## config.mk

```make
export PLATFORM = sky130hd
export DESIGN_NAME = apb_cmd_master
export DESIGN_NICKNAME = d
export VERILOG_FILES = /design/src/rtl/apb_pkg.sv /design/src/rtl/apb_cmd_master.sv
export SDC_FILE = /design/constraint.sdc
export NUM_CORES = 1
export LEC_CHECK = 0
export ABC_AREA = 1
export CORE_UTILIZATION = 43
export DETAILED_ROUTE_END_ITERATION = 10
export HOLD_SLACK_MARGIN = 0.15
export PLACE_DENSITY = 0.81
export SKIP_CTS_REPAIR_TIMING = 1
export SLEW_MARGIN = 20
export SYNTH_ARGS = -nofsm -noshare
export SYNTH_HDL_FRONTEND = slang
export SYNTH_SLANG_ARGS = --single-unit
```

## constraint.sdc

```tcl
create_clock -name clk -period 2 [get_ports clk]
set_input_delay 0.4 -clock clk [delete_from_list [all_inputs] [get_ports clk]]
set_output_delay 0.4 -clock clk [all_outputs]
set_load 0.005 [all_outputs]
```

## src/rtl/apb_pkg.sv

```systemverilog
// Shared types and default sizing for the APB command master.
package apb_pkg;

  localparam int DEF_ADDR_WIDTH = 7;
  localparam int DEF_DATA_WIDTH = 32;
  localparam int DEF_COMP       = 4;
  localparam int DEF_TIMEOUT    = 16;

  typedef enum logic [1:0] {
    IDLE   = 2'd0,
    SETUP  = 2'd1,
    ACCESS = 2'd2,
    RESP   = 2'd3
  } apb_state_e;

  // Host command as seen at the default sizing.
  typedef struct packed {
    logic                          write;
    logic [$clog2(DEF_COMP)-1:0]   sel;
    logic [DEF_ADDR_WIDTH-1:0]     addr;
    logic [DEF_DATA_WIDTH-1:0]     wdata;
  } apb_cmd_t;

endpackage

```

## src/rtl/apb_cmd_master.sv

```systemverilog
// Host-command to APB requester bridge with wait-state timeout.
//
// state  | meaning
// IDLE   | ready for a host command
// SETUP  | APB setup phase, PSELx asserted, PENABLE low
// ACCESS | APB access phase, waiting for PREADY or timeout
// RESP   | response held on rsp_* until the host takes it
module apb_cmd_master
  import apb_pkg::*;
#(
  parameter int ADDR_WIDTH = DEF_ADDR_WIDTH,
  parameter int DATA_WIDTH = DEF_DATA_WIDTH,
  parameter int COMP       = DEF_COMP,
  parameter int TIMEOUT    = DEF_TIMEOUT
) (
  input  logic                     clk,
  input  logic                     rst,
  input  logic                     cmd_valid,
  output logic                     cmd_ready,
  input  logic                     cmd_write,
  input  logic [$clog2(COMP)-1:0]  cmd_sel,
  input  logic [ADDR_WIDTH-1:0]    cmd_addr,
  input  logic [DATA_WIDTH-1:0]    cmd_wdata,
  output logic                     rsp_valid,
  input  logic                     rsp_ready,
  output logic [DATA_WIDTH-1:0]    rsp_rdata,
  output logic                     rsp_err,
  output logic                     busy,
  output logic [COMP-1:0]          PSELx,
  output logic                     PENABLE,
  output logic                     PWRITE,
  output logic [ADDR_WIDTH-1:0]    PADDR,
  output logic [DATA_WIDTH-1:0]    PWDATA,
  input  logic                     PREADY,
  input  logic [DATA_WIDTH-1:0]    PRDATA
);

  localparam int CNT_W = (TIMEOUT > 1) ? $clog2(TIMEOUT) : 1;
  localparam logic [CNT_W-1:0] CNT_LAST = CNT_W'(TIMEOUT - 1);
  localparam logic [COMP-1:0]  SEL_ONE  = COMP'(1);

  apb_state_e            state_q, state_d;
  logic [CNT_W-1:0]      cnt_q, cnt_d;
  logic                  cmd_ready_q, cmd_ready_d;
  logic                  busy_q, busy_d;
  logic                  rsp_valid_q, rsp_valid_d;
  logic                  rsp_err_q, rsp_err_d;
  logic [DATA_WIDTH-1:0] rsp_rdata_q, rsp_rdata_d;
  logic [COMP-1:0]       pselx_q, pselx_d;
  logic                  penable_q, penable_d;
  logic                  pwrite_q, pwrite_d;
  logic [ADDR_WIDTH-1:0] paddr_q, paddr_d;
  logic [DATA_WIDTH-1:0] pwdata_q, pwdata_d;

  // Widened so the range check stays meaningful when COMP is a power of two.
  logic [31:0] sel_ext;
  assign sel_ext = 32'(cmd_sel);

  // Next-state and next-output decode for the transfer FSM.
  always_comb begin
    state_d     = state_q;
    cnt_d       = cnt_q;
    cmd_ready_d = cmd_ready_q;
    busy_d      = busy_q;
    rsp_valid_d = rsp_valid_q;
    rsp_err_d   = rsp_err_q;
    rsp_rdata_d = rsp_rdata_q;
    pselx_d     = pselx_q;
    penable_d   = penable_q;
    pwrite_d    = pwrite_q;
    paddr_d     = paddr_q;
    pwdata_d    = pwdata_q;

    case (state_q)
      IDLE: begin
        if (cmd_valid) begin
          cmd_ready_d = 1'b0;
          busy_d      = 1'b1;
          if (sel_ext >= 32'(COMP)) begin
            // Nonexistent completer: report an error without touching the bus.
            state_d     = RESP;
            rsp_valid_d = 1'b1;
            rsp_err_d   = 1'b1;
            rsp_rdata_d = '0;
          end else begin
            state_d  = SETUP;
            pselx_d  = SEL_ONE << cmd_sel;
            pwrite_d = cmd_write;
            paddr_d  = cmd_addr;
            pwdata_d = cmd_wdata;
          end
        end
      end
      SETUP: begin
        state_d   = ACCESS;
        penable_d = 1'b1;
        cnt_d     = '0;
      end
      ACCESS: begin
        if (PREADY || (cnt_q == CNT_LAST)) begin
          // PREADY wins when it coincides with the last allowed wait cycle.
          state_d     = RESP;
          rsp_valid_d = 1'b1;
          rsp_err_d   = ~PREADY;
          rsp_rdata_d = (PREADY && !pwrite_q) ? PRDATA : '0;
          pselx_d     = '0;
          penable_d   = 1'b0;
        end else begin
          cnt_d = cnt_q + CNT_W'(1);
        end
      end
      RESP: begin
        if (rsp_ready) begin
          state_d     = IDLE;
          rsp_valid_d = 1'b0;
          cmd_ready_d = 1'b1;
          busy_d      = 1'b0;
        end
      end
      default: begin
        state_d = IDLE;
      end
    endcase
  end

  // State and output registers with synchronous reset.
  always_ff @(posedge clk) begin
    if (rst) begin
      state_q     <= IDLE;
      cnt_q       <= '0;
      cmd_ready_q <= 1'b1;
      busy_q      <= 1'b0;
      rsp_valid_q <= 1'b0;
      rsp_err_q   <= 1'b0;
      rsp_rdata_q <= '0;
      pselx_q     <= '0;
      penable_q   <= 1'b0;
      pwrite_q    <= 1'b0;
      paddr_q     <= '0;
      pwdata_q    <= '0;
    end else begin
      state_q     <= state_d;
      cnt_q       <= cnt_d;
      cmd_ready_q <= cmd_ready_d;
      busy_q      <= busy_d;
      rsp_valid_q <= rsp_valid_d;
      rsp_err_q   <= rsp_err_d;
      rsp_rdata_q <= rsp_rdata_d;
      pselx_q     <= pselx_d;
      penable_q   <= penable_d;
      pwrite_q    <= pwrite_d;
      paddr_q     <= paddr_d;
      pwdata_q    <= pwdata_d;
    end
  end

  assign cmd_ready = cmd_ready_q;
  assign busy      = busy_q;
  assign rsp_valid = rsp_valid_q;
  assign rsp_err   = rsp_err_q;
  assign rsp_rdata = rsp_rdata_q;
  assign PSELx     = pselx_q;
  assign PENABLE   = penable_q;
  assign PWRITE    = pwrite_q;
  assign PADDR     = paddr_q;
  assign PWDATA    = pwdata_q;

endmodule

```

* Word-level counts from Yosys, hierarchy flattened
Cells that the tools add are included.
W data, S select, Z words.
** Cells by class
- Bitwise operators :: 2
- Shift operators :: 1
- Mux-type cells :: 30
- Eq/ne operators :: 10
- Add/subtract/negate cells :: 1
- Reduce and logical (&&, ||, !) cells :: 16
- Order comparisons :: 1
** Operator list (number)
- $mux W32 :: 4
- $pmux W32 S2 :: 1
- $mux W4 :: 4
- $pmux W4 S2 :: 2
- $ne A2 B2 Y1 const B :: 6
- $mux W1 :: 9
- $reduce_and A3 Y1 :: 3
- $mux W2 :: 4
- $pmux W1 S2 :: 4
- $pmux W2 S4 :: 1
- $reduce_and A4 Y1 :: 2
- $reduce_bool A2 Y1 :: 3
- $reduce_and A5 Y1 :: 1
- $add A4 B1 Y4 const B :: 1
- $eq A2 B2 Y1 const B :: 2
- $eq A4 B4 Y1 const B :: 1
- $reduce_and A2 Y1 :: 2
- $shl A1 B2 Y4 const A :: 1
- $ge A2 B3 Y1 const B :: 1
- $pmux W1 S3 :: 1
- $reduce_bool A3 Y1 :: 1
- $eq A2 B1 Y1 const B :: 1
- $logic_not A2 Y1 :: 1
- $not A1 Y1 :: 2
- 3 further kinds :: 3
** Word-level totals
- Flip-flop bits (word level) :: 87
- Input bits :: 79

* Depth between registers and ports, before layout
Gate-level depths: netlist (run 1).
- Word-level depth :: 5
- Depth in mapped cells :: 8
- Gate-level depth less buffers :: 8

* Worst setup path after synthesis (run 1)
OpenSTA, ideal clock, no wires.
- Kind :: register -> register
- From :: register state_q[0]
- To :: register rsp_rdata_q[13] (netlist: rsp_rdata[13])
- Cell stages (with the launch flop) :: 8
- Path slack :: 0.575 ns
- Arrival :: 1.312 ns
- Library setup time :: 0.113 ns
- Period minus slack after synthesis :: 1.425 ns
- Cell sequence :: dfxtp_1 -> inv_1 -> ha_1 -> nand2_1 -> nand3_4 -> buf_2 -> nor2_1 -> nor2_1
** Between the ends
- Longest elaborated chain between the ends :: 3
** RTL lines
- start, declared :: line apb_cmd_master.sv:42 : apb_state_e state_q, state_d;
- start signal, assigned :: line apb_cmd_master.sv:142 : state_q <= state_d;
- $eq A2 B2 Y1 / $logic_not A2 Y1 (equally long branches) :: line apb_cmd_master.sv:74 : case (state_q)
- $ne A2 B2 Y1 (no line) / $reduce_bool A2 Y1 (equally long branches)
- $reduce_and A4 Y1 (no line)
- end signal, assigned :: line apb_cmd_master.sv:148 : rsp_rdata_q <= rsp_rdata_d;
- end, declared :: line apb_cmd_master.sv:48 : logic [DATA_WIDTH-1:0] rsp_rdata_q, rsp_rdata_d;
Parallel ways exist; a longest one is shown, timed or not.
A chain may end at the register's enable or synchronous reset.

* Worst setup path after layout (run 1)
- From :: register state_q[0]
- To :: register pselx_q[0] (netlist: PSELx[0])
** Between the ends
- Longest elaborated chain between the ends :: 3
** RTL lines
- $eq A2 B2 Y1 / $logic_not A2 Y1 (equally long branches) :: line apb_cmd_master.sv:74
- $ne A2 B2 Y1 (no line) / $reduce_bool A2 Y1 (equally long branches)
- $reduce_and A4 Y1 (no line)
- end signal, assigned :: line apb_cmd_master.sv:149 : pselx_q <= pselx_d;
- end, declared :: line apb_cmd_master.sv:49 : logic [COMP-1:0] pselx_q, pselx_d;
Parallel ways exist; a longest one is shown, timed or not.

==> metrics.yaml, run 1 <==
clocking:
  cts.root.buffer_cell: "clkbuf_8"
  htree_levels: 3
  ctsLongestPathBuffers: 2
  numCtsBuffers: 9
  clkTransAtPathRegs_ns: 0.08
  clkLatencyLatePin_ns: 0.35
  cts_tree: "yes"
  numClockSinks: 87
synth:
  yosys.area.top_type: "dfxtp_1"
  syn-num-nets: 632
  yosys_warnings: 0
  synth_edf_count: 0
  seq_area_frac_synth_pct: 46.3
  synth.most_common_cell: "nor2_1"
  postSynthAreaPerCell_sq_um: 6.86
  synth-seq-cells: 87
  ys_async_sr_fraction_pct: 0
  syn_inst: 548
  synth_area_leaders: "dfxtp_1 46%, nor2_1 16%, nand2_1 9.3%"
  syn_area_sq_um: 3760
  ys.flop_type: "dfxtp_1"
  synth_cell_types: 22
  synth_commonest_cells: "156 x nor2_1, 93 x nand2_1, 87 x dfxtp_1"
  synth_top_area_share_pct: 46.3
routing:
  wire_per_inst_um: 12.3
  firstDrtPassIters: 4
  route.detailed.drc: 0
  ant_nets: 0
  via_per_inst: 4.84
  drt-total-wl_um: 9880
  vias: 3902
  drtIter0Drc: 105
sta:
  finalSetupTns_ns: 0
  period_share_pct: 83.7
  skew_ns: 0.00954
  fmax_ghz: 0.597
  drv_slew: 0
  min_period_ns: 1.67
  setup_violations: 0
  slew_headroom_pct: 64.0
  rsz0062_at_grt: "no"
  tightest_slew_ns: 0.538
  finalHoldViolations: 0
worst_hold_path:
  whs_path_depth: 2
  hold_path.class: "register to register"
place:
  dp_hpwl_um: 7150
  gp_congestion: 0.827
  numPortBuffers: 159
global_routing:
  antenna_found_initial: 0
  grt_pass1_wl_um: 15500
  grtUsageTotal_pct: 21.7
  grt_pass1_vias: 3561
  grt-ovfl-total: 0
  grt_max_degree: 51
power_and_ir_drop:
  powerDensity_nw_per_um2: 1140
  ir_drop_mv: 0.588
  power.leakage_nw: 2.54
die:
  die_w_um: 95.5
  initial_core_util_pct: 45.1
  dieArea_sq_um: 9130
  pin_count: 160
  core-area_sq_um: 8340
  fp.dieH_um: 95.5
  rows: 33
critical_path:
  critPathMaxFanout: 6
  crit_slowest_cell: "ha_1"
  slowest_delay_ns: 0.37
  worstSetupEndpointType: "register"
  timing.critical_path.mode_cell: "nor2_1"
  crit_chain: "inv_1, ha_1, nor2_1, a21oi_1, nand2_1, inv_1, nor2_1, nor2_1"
  path_class: "register to register"
  arrival_ns: 1.96
  reg2regPathDepth: 8
  crit_required_ns: 2.29
  start_kind: "register"
finish:
  num_antenna_cells: 0
  num-fill-cells: 699
  layout-drive-gt1-share_pct: 4.28
  final_util_pct: 67.7
  area_growth_pct: 50.2
  layout.nets: 782
outcome:
  status: "complete, no violations"
run:
  maxCapViolCount: 0
## worst max-delay path: cells and delay by family (launching register included)
family	cells	cell delay, ns
buffers and inverters	2	0.24
adder cells (fa/ha/maj)	1	0.37
AND/OR/NAND/NOR	4	0.34
AO/OA/AOI/OAI	1	0.34
flip-flops	1	0.33
## final timing paths
| check | from | endpoint | slack, ns |
|---|---|---|---|
| worst max-delay path | state_q[0]$_SDFFE_PP0P_ | PSELx[0]$_SDFFE_PP0P_ | 0.33 |
| worst min register to register | busy$_SDFFE_PP0P_ | busy$_SDFFE_PP0P_ | 0.47 |
| worst max register to register | state_q[0]$_SDFFE_PP0P_ | PSELx[0]$_SDFFE_PP0P_ | 0.33 |
| worst min-delay path | busy$_SDFFE_PP0P_ | busy$_SDFFE_PP0P_ | 0.47 |
## metrics by stage
step,hold WS (ns),power [mW],cells,setup WS [ns],area (sq um)
finish,0.474,6.46,806,0.326,5650
global route,0.501,6.96,806,0.173,5650
CTS,0.480,6.51,806,0.307,5650
detailed placement,0.452,5.21,792,0.187,5450
global placement,0.453,5.13,792,0.245,5450
floorplan,0.449,3.87,548,0.575,3760
## cells by family after synthesis
family                   Yosys count  synth area share, %
adder cells (fa/ha/maj)            5                 1.66
AND/OR/NAND/NOR                  305                 33.7
buffers and inverters             98                 11.2
flip-flops                        87                 46.3
AO/OA/AOI/OAI                     53                 7.12
## layer usage
metal | vias to the layer above | global-route usage [%] | part of all wire, %
met5 | - | 0 | 0
met4 | 0 | 8.33 | 1.3
met1 | 1742 | 24.1 | 39
li1 | 1983 | - | -
met3 | 12 | 8.85 | 13
met2 | 165 | 37.1 | 47
## flip-flops by register name (all words and copies together), names as in the netlist
register,cells
PWDATA,32
rsp_rdata,32
PADDR,7
PSELx,4
cnt_q,4
state_q,2
PENABLE,1
PWRITE,1
busy,1
cmd_ready,1
rsp_err,1
rsp_valid,1
## layout make-up
cell class / count / area (sq um) / share of cell area [%]
Sequential cell: 87 / 1740 / 30.8
Timing Repair Buffer: 170 / 1720 / 30.5
Multi-Input combinational cell: 363 / 1600 / 28.3
Inverter: 67 / 251 / 4.45
Tap cell: 105 / 131 / 2.33
Clock buffer: 10 / 128 / 2.26
Clock inverter: 4 / 72.6 / 1.28
## power breakdown
part           internal (mW)  leakage, nW  switching [mW]
Combinational           1.40         1.73            1.36
Clock                  0.688       0.0982           0.583
Sequential              2.18        0.713           0.245
## cell usage in the layout (no fill, tap or decap), drive strengths merged, types with 2 or more instances in the layout
cell | synthesis | routed
clkdlybuf4s50 | 0 | 159
nor2 | 156 | 156
nand2 | 94 | 94
dfxtp | 87 | 87
inv | 66 | 66
o21ai | 40 | 40
nand3 | 34 | 34
nand4 | 17 | 17
a21oi | 12 | 12
buf | 19 | 11
clkbuf | 12 | 10
ha | 5 | 5
or2 | 2 | 2
bufinv | 0 | 2
clkinv | 1 | 2
Note: power is estimated with default switching activity, not from simulation.
==> run 2: changes to the inputs <==
- CORE_UTILIZATION: 43 -> 38
- PLACE_DENSITY: 0.81 -> 0.76
- clock period: 2 -> 1.4 ns (I/O delays scaled with it)
==> metrics.yaml, run 2 (synthesis results as in run 1) <==
place:
  placed_area_sq_um: 5620  # +3.2%
  numPortBuffers: 159  # unchanged
  placed_cells_incl_taps: 831  # +4.9%
  gp_congestion: 0.826  # about the same
  dp_hpwl_um: 7560  # +5.7%
power_and_ir_drop:
  powerDensity_nw_per_um2: 1570  # +37%
  power.leakage_nw: 4.04  # +59%
  ir_drop_mv: 0.855  # +45%
critical_path:
  crit_slowest_cell: "dfxtp_4"
  critPathBufInv: 3  # +1
  timing.rr.start: "state_q[1]$_SDFFE_PP0P_"
  critPathCapture: "PWDATA[25]$_SDFFE_PP0P_"
  reg2regPathDepth: 7  # -1
  timing.critical_path.mode_cell: "nor2_1"
  critPathMaxFanout: 20  # +14
  cp.depth: 7  # -1
  start_kind: "register"
  crit_required_ns: 1.63  # -0.66 ns
  crit_chain: "inv_4, ha_4, nand2_8, clkinvlp_4, buf_12, nor2_1, nor2_1"
  r2r_end: "PWDATA[25]$_SDFFE_PP0P_"
  crit_start: "state_q[1]$_SDFFE_PP0P_"
  path_class: "register to register"
  reg2reg_slack_ns: -0.004  # -0.33 ns
  slowest_delay_ns: 0.39  # +0.02 ns
  worstSetupEndpointType: "register"
  cpLargestDelayFamily: "buffers and inverters"
  arrival_ns: 1.63  # -0.33 ns
sta:
  layout_setup_ws_ns: -0.00408  # -0.330 ns
  rsz0062_at_grt: "yes"
  skew_ns: 0.00719  # -0.00234 ns
  finalSetupTns_ns: -0.00408  # -0.00408 ns
  setup_violations: 1  # +1
  period_share_pct: 100  # +17 points
  tightest_slew_ns: 0.279  # -0.259 ns
  fmax_ghz: 0.712  # +19%
  slew_headroom_pct: 81.3  # +17 points
  drv_slew: 0  # unchanged
  finalHoldViolations: 0  # unchanged
  min_period_ns: 1.40  # -0.270 ns
  worst_hold_slack_ns: 0.447  # -0.0273 ns
run:
  maxCapViolCount: 0  # unchanged
clocking:
  cts.root.buffer_cell: "clkbuf_8"
  ctsLongestPathBuffers: 2  # unchanged
  numClockSinks: 87  # unchanged
  clkTransAtPathRegs_ns: 0.08  # about the same
  htree_levels: 3  # unchanged
  clkLatencyLatePin_ns: 0.34  # about the same
  cts_tree: "yes"
  numCtsBuffers: 9  # unchanged
worst_hold_path:
  hold_path.class: "primary input to register"
  whs_path_depth: 4  # +2
routing:
  vias: 4090  # +4.8%
  ant_nets: 0  # unchanged
  via_per_inst: 4.77  # -1.5%
  firstDrtPassIters: 4  # unchanged
  wire_per_inst_um: 13.4  # +9.3%
  route.detailed.drc: 0  # unchanged
  drtIter0Drc: 108  # +2.9%
  drt-total-wl_um: 11500  # +16%
die:
  fp.dieH_um: 101  # +6.2%
  pin_count: 160  # unchanged
  rows: 35  # +6.1%
  die_w_um: 101  # +6.2%
  dieArea_sq_um: 10300  # +13%
  initial_core_util_pct: 39.9  # -5.1 points
  core-area_sq_um: 9420  # +13%
global_routing:
  grt_pass1_wl_um: 16200  # +4.7%
  antenna_found_initial: 1  # +1
  grtUsageTotal_pct: 19.8  # -2.0 points
  grt_max_degree: 41  # -20%
  grt_pass1_vias: 3662  # +2.8%
  grt-ovfl-total: 0  # unchanged
finish:
  final_cells: 858  # +6.5%
  final_common_cell: "nor2_1"
  final_util_pct: 67.6  # -0.076 points
  area_growth_pct: 69.3
  final_cell_mix: "145 x nor2_1, 88 x nand2_1, 82 x dlymetal6s2s_1"
  design_area_sq_um: 6370  # +13%
  layout.nets: 807  # +3.2%
  layout-drive-gt1-share_pct: 16.6  # +12 points
outcome:
  status: "complete, but fails checks"
  failed_checks: "setup timing"
-- run 2: cell count changes in the layout (fill, tap and decap cells not counted), moves of 7 or more --
cell / previous run / this run
buf_4: 7 / 21
buf_6: 0 / 7
clkdlybuf4s50_1: 159 / 77
dfxtp_1: 87 / 54
dfxtp_2: 0 / 32
dlymetal6s2s_1: 0 / 82
nor2_1: 156 / 145
nor2_2: 0 / 10
-- run 2: power breakdown --
part	internal, mW	switching (mW)
sequential	3.17	0.347
combinational	2.36	2.32
clock	0.884	0.908
-- run 2: worst register-to-register path, delay by kind of cell (launching register included) --
kind | cells | cell delay (ns)
buffers and inverters | 3 | 0.44
adders and majority gates | 1 | 0.20
and+or+nand+nor | 3 | 0.28
DFF | 1 | 0.39
-- run 2: worst min-delay path by stage --
stage	start	endpoint	slack (ns)
after global routing	cmd_valid	PWDATA[29]$_SDFFE_PP0P_	0.46
after CTS	cmd_ready$_SDFFE_PP1P_	cmd_ready$_SDFFE_PP1P_	0.47
after global placement	cmd_ready$_SDFFE_PP1P_	cmd_ready$_SDFFE_PP1P_	0.45
after detailed placement	cmd_ready$_SDFFE_PP1P_	cmd_ready$_SDFFE_PP1P_	0.44
after floorplan	rst	busy$_SDFFE_PP0P_	0.35
final	cmd_valid	PWDATA[29]$_SDFFE_PP0P_	0.45
-- run 2: metal layers --
metal	vias up	global-route usage (%)	part of all wire, %
met3	27	7.59	9.4
met2	162	33.8	50
li1	2035	-	-
met5	-	0	0
met1	1866	22.3	39
met4	0	7.47	2.2
-- run 2: final cells by class --
type | instances | area (sq um)
fill | 768 | 3050
multi-input combinational | 363 | 1750
antenna | 1 | 2.50
sequential | 87 | 1790
inverter | 67 | 264
timing repair buffer | 195 | 2200
clock buffer | 10 | 138
tap | 129 | 161
clock inverter | 6 | 68.8
-- run 2: through the flow --
step,setup WS (ns),power (mW)
after CTS,-0.135,9.52
after floorplan,0.0120,5.55
after detailed placement,-0.175,7.70
final,-0.00408,9.98
after global routing,-0.0833,10.7
after global placement,-0.137,7.57
==> run 3: changes to the inputs <==
--- a/config.mk
+++ b/config.mk
@@ -8,6 +8,7 @@
 export ABC_AREA = 1
-export CORE_UTILIZATION = 38
+export CORE_UTILIZATION = 46
+export CTS_CLUSTER_DIAMETER = 200
 export DETAILED_ROUTE_END_ITERATION = 10
 export HOLD_SLACK_MARGIN = 0.15
-export PLACE_DENSITY = 0.76
+export PLACE_DENSITY = 0.86
 export SKIP_CTS_REPAIR_TIMING = 1
==> constraint.sdc (replaced) <==
create_clock -name clk -period 1.68 [get_ports clk]
set_input_delay 0.42 -clock clk [delete_from_list [all_inputs] [get_ports clk]]
set_output_delay 0.42 -clock clk [all_outputs]
set_load 0.005 [all_outputs]
==> metrics.yaml, run 3 (synthesis results as in run 1) <==
power_and_ir_drop:
  ir_drop_mv: 0.826  # -3.4%
  power_mw: 7.79  # -22%
  powerDensity_nw_per_um2: 1350  # -14%
  power.leakage_nw: 2.73  # -32%
clocking:
  cts_tree: "yes"
  cts.root.buffer_cell: "clkbuf_8"
  ctsLongestPathBuffers: 2  # unchanged
  clkTransAtPathRegs_ns: 0.09  # about the same
  clkLatencyLatePin_ns: 0.35  # about the same
  numCtsBuffers: 9  # unchanged
  htree_levels: 3  # unchanged
  numClockSinks: 87  # unchanged
finish:
  layout-drive-gt1-share_pct: 6.21  # -10 points
  final_cell_mix: "156 x nor2_1, 149 x clkdlybuf4s50_1, 93 x nand2_1"
  seq_area_sq_um: 1750  # -2.2%
  design_area_sq_um: 5750  # -9.6%
  layout.nets: 789  # -2.2%
  num-fill-cells: 611  # -20%
  final_common_cell: "nor2_1"
  final_cells: 811  # -5.5%
  num_antenna_cells: 0  # -1
  multiInputGateArea_sq_um: 1610  # -8.0%
  area_growth_pct: 53.0
sta:
  finalHoldViolations: 0  # unchanged
  period_share_pct: 97.5
  slew_headroom_pct: 79.9  # -1.4 points
  fmax_ghz: 0.610
  tightest_slew_ns: 0.300  # +0.0210 ns
  layout_setup_ws_ns: 0.0417  # +0.0458 ns
  min_period_ns: 1.64
  skew_ns: 0.0106  # +0.00336 ns
  drv_slew: 0  # unchanged
  setup_violations: 0  # -1
critical_path:
  crit_slowest_cell: "clkdlybuf4s50_1"
  start_kind: "register"
  crit_start: "PWDATA[11]$_SDFFE_PP0P_"
  critPathMaxFanout: 2  # -90%
  arrival_ns: 1.22  # -0.41 ns
  slowest_delay_ns: 0.51  # +0.12 ns
  path_class: "register to output pin"
  crit_chain: "clkdlybuf4s50_1"
  timing.rr.start: "state_q[0]$_SDFFE_PP0P_"
  critPathBufInv: 1  # -2
  cpLargestDelayFamily: "buffers and inverters"
  worstSetupEndpointType: "output pin"
  crit_required_ns: 1.26  # -0.37 ns
place:
  dp_slack_ns: -0.0842  # +0.0909 ns
  placed_area_sq_um: 5510  # -2.0%
  dp_hpwl_um: 7380  # -2.4%
  gp_congestion: 0.817  # -1.1%
  placed_cells_incl_taps: 796  # -4.2%
  numPortBuffers: 159  # unchanged
routing:
  highest_layer: "met4"
  vias: 3899  # -4.7%
  firstDrtPassIters: 5  # +1
  via_per_inst: 4.81  # +0.85%
  met3WireLength_um: 958  # -11%
  met1_length_um: 3940  # -12%
  wire_per_inst_um: 12.4  # -7.5%
  drt-total-wl_um: 10000  # -13%
  drtIter0Drc: 150  # +39%
  routed-wl-met2_um: 4980  # -12%
  ant_nets: 0  # unchanged
  route.detailed.drc: 0  # unchanged
die:
  core-area_sq_um: 7810  # -17%
  die_w_um: 92.4  # -8.9%
  dieArea_sq_um: 8540  # -17%
  initial_core_util_pct: 48.2  # +8.2 points
  fp.dieH_um: 92.4  # -8.9%
  pin_count: 160  # unchanged
  rows: 32  # -8.6%
worst_hold_path:
  min_from: "cmd_ready$_SDFFE_PP1P_"
  hold_path.class: "register to register"
outcome:
  status: "complete, no violations"
run:
  maxCapViolCount: 0  # unchanged
global_routing:
  grt_max_degree: 49  # +20%
  grt_pass1_wl_um: 16600  # +2.2%
  grt_pass1_vias: 3793  # +3.6%
  grt-ovfl-total: 0  # unchanged
  grtUsageTotal_pct: 24.1  # +4.4 points
  antenna_found_initial: 0  # -1
==> run 3: changes by cell type in the layout (fill, tap and decap cells not counted), sizes merged <==
cell / change
clkdlybuf4s50: +72
dlymetal6s2s: -72
buf: -16
clkbuf: -3
clkinvlp: -2
bufinv: +1
diode: -1
inv: +1
==> run 3: tightest hold or removal path, stage by stage (launching register included) <==
cell and delay [ns]:
dfxtp_1 0.34, nand2_1 0.05, nand3_1 0.05
==> run 3: worst paths after layout <==
kind / endpoint / slack, ns / depth (start not counted)
setup reg to reg: PSELx[1]$_SDFFE_PP0P_ / 0.12 / 7
setup / recovery: PWDATA[11] / 0.04 / 1
hold / removal: cmd_ready$_SDFFE_PP1P_ / 0.47 / 2
hold reg to reg: cmd_ready$_SDFFE_PP1P_ / 0.47 / 2
==> run 3: area by class of cell <==
| type | instances | share of cell area, % |
|---|---|---|
| Clock buffer | 9 | 2.15 |
| Clock inverter | 6 | 1.50 |
| Inverter | 67 | 4.37 |
| Multi-Input combinational cell | 363 | 27.9 |
| Sequential cell | 87 | 30.3 |
| Tap cell | 102 | 2.22 |
| Timing Repair Buffer | 177 | 31.5 |
==> run 3: power by group <==
part / internal [mW] / switching [mW] / leakage (nW)
logic: 1.70 / 1.66 / 1.91
registers: 2.60 / 0.291 / 0.715
clock network: 0.827 / 0.721 / 0.105
==> run 3: per-stage QoR <==
stage | TNS, ns | utilization, % | hold WS (ns)
after detailed placement | -0.738 | 70.6 | 0.452
after CTS | -0.00618 | 73.3 | 0.477
after floorplan | 0 | - | 0.449
final | 0 | 73.7 | 0.473
after global routing | -0.00798 | 73.7 | 0.497
after global placement | -0.0188 | 70.6 | 0.450
==> run 3: per-layer routing <==
metal,up-vias,track usage [%]
li1,2001,-
met1,1731,25.7
met2,151,43.8
met3,16,8.13
met4,0,8.72
met5,-,0
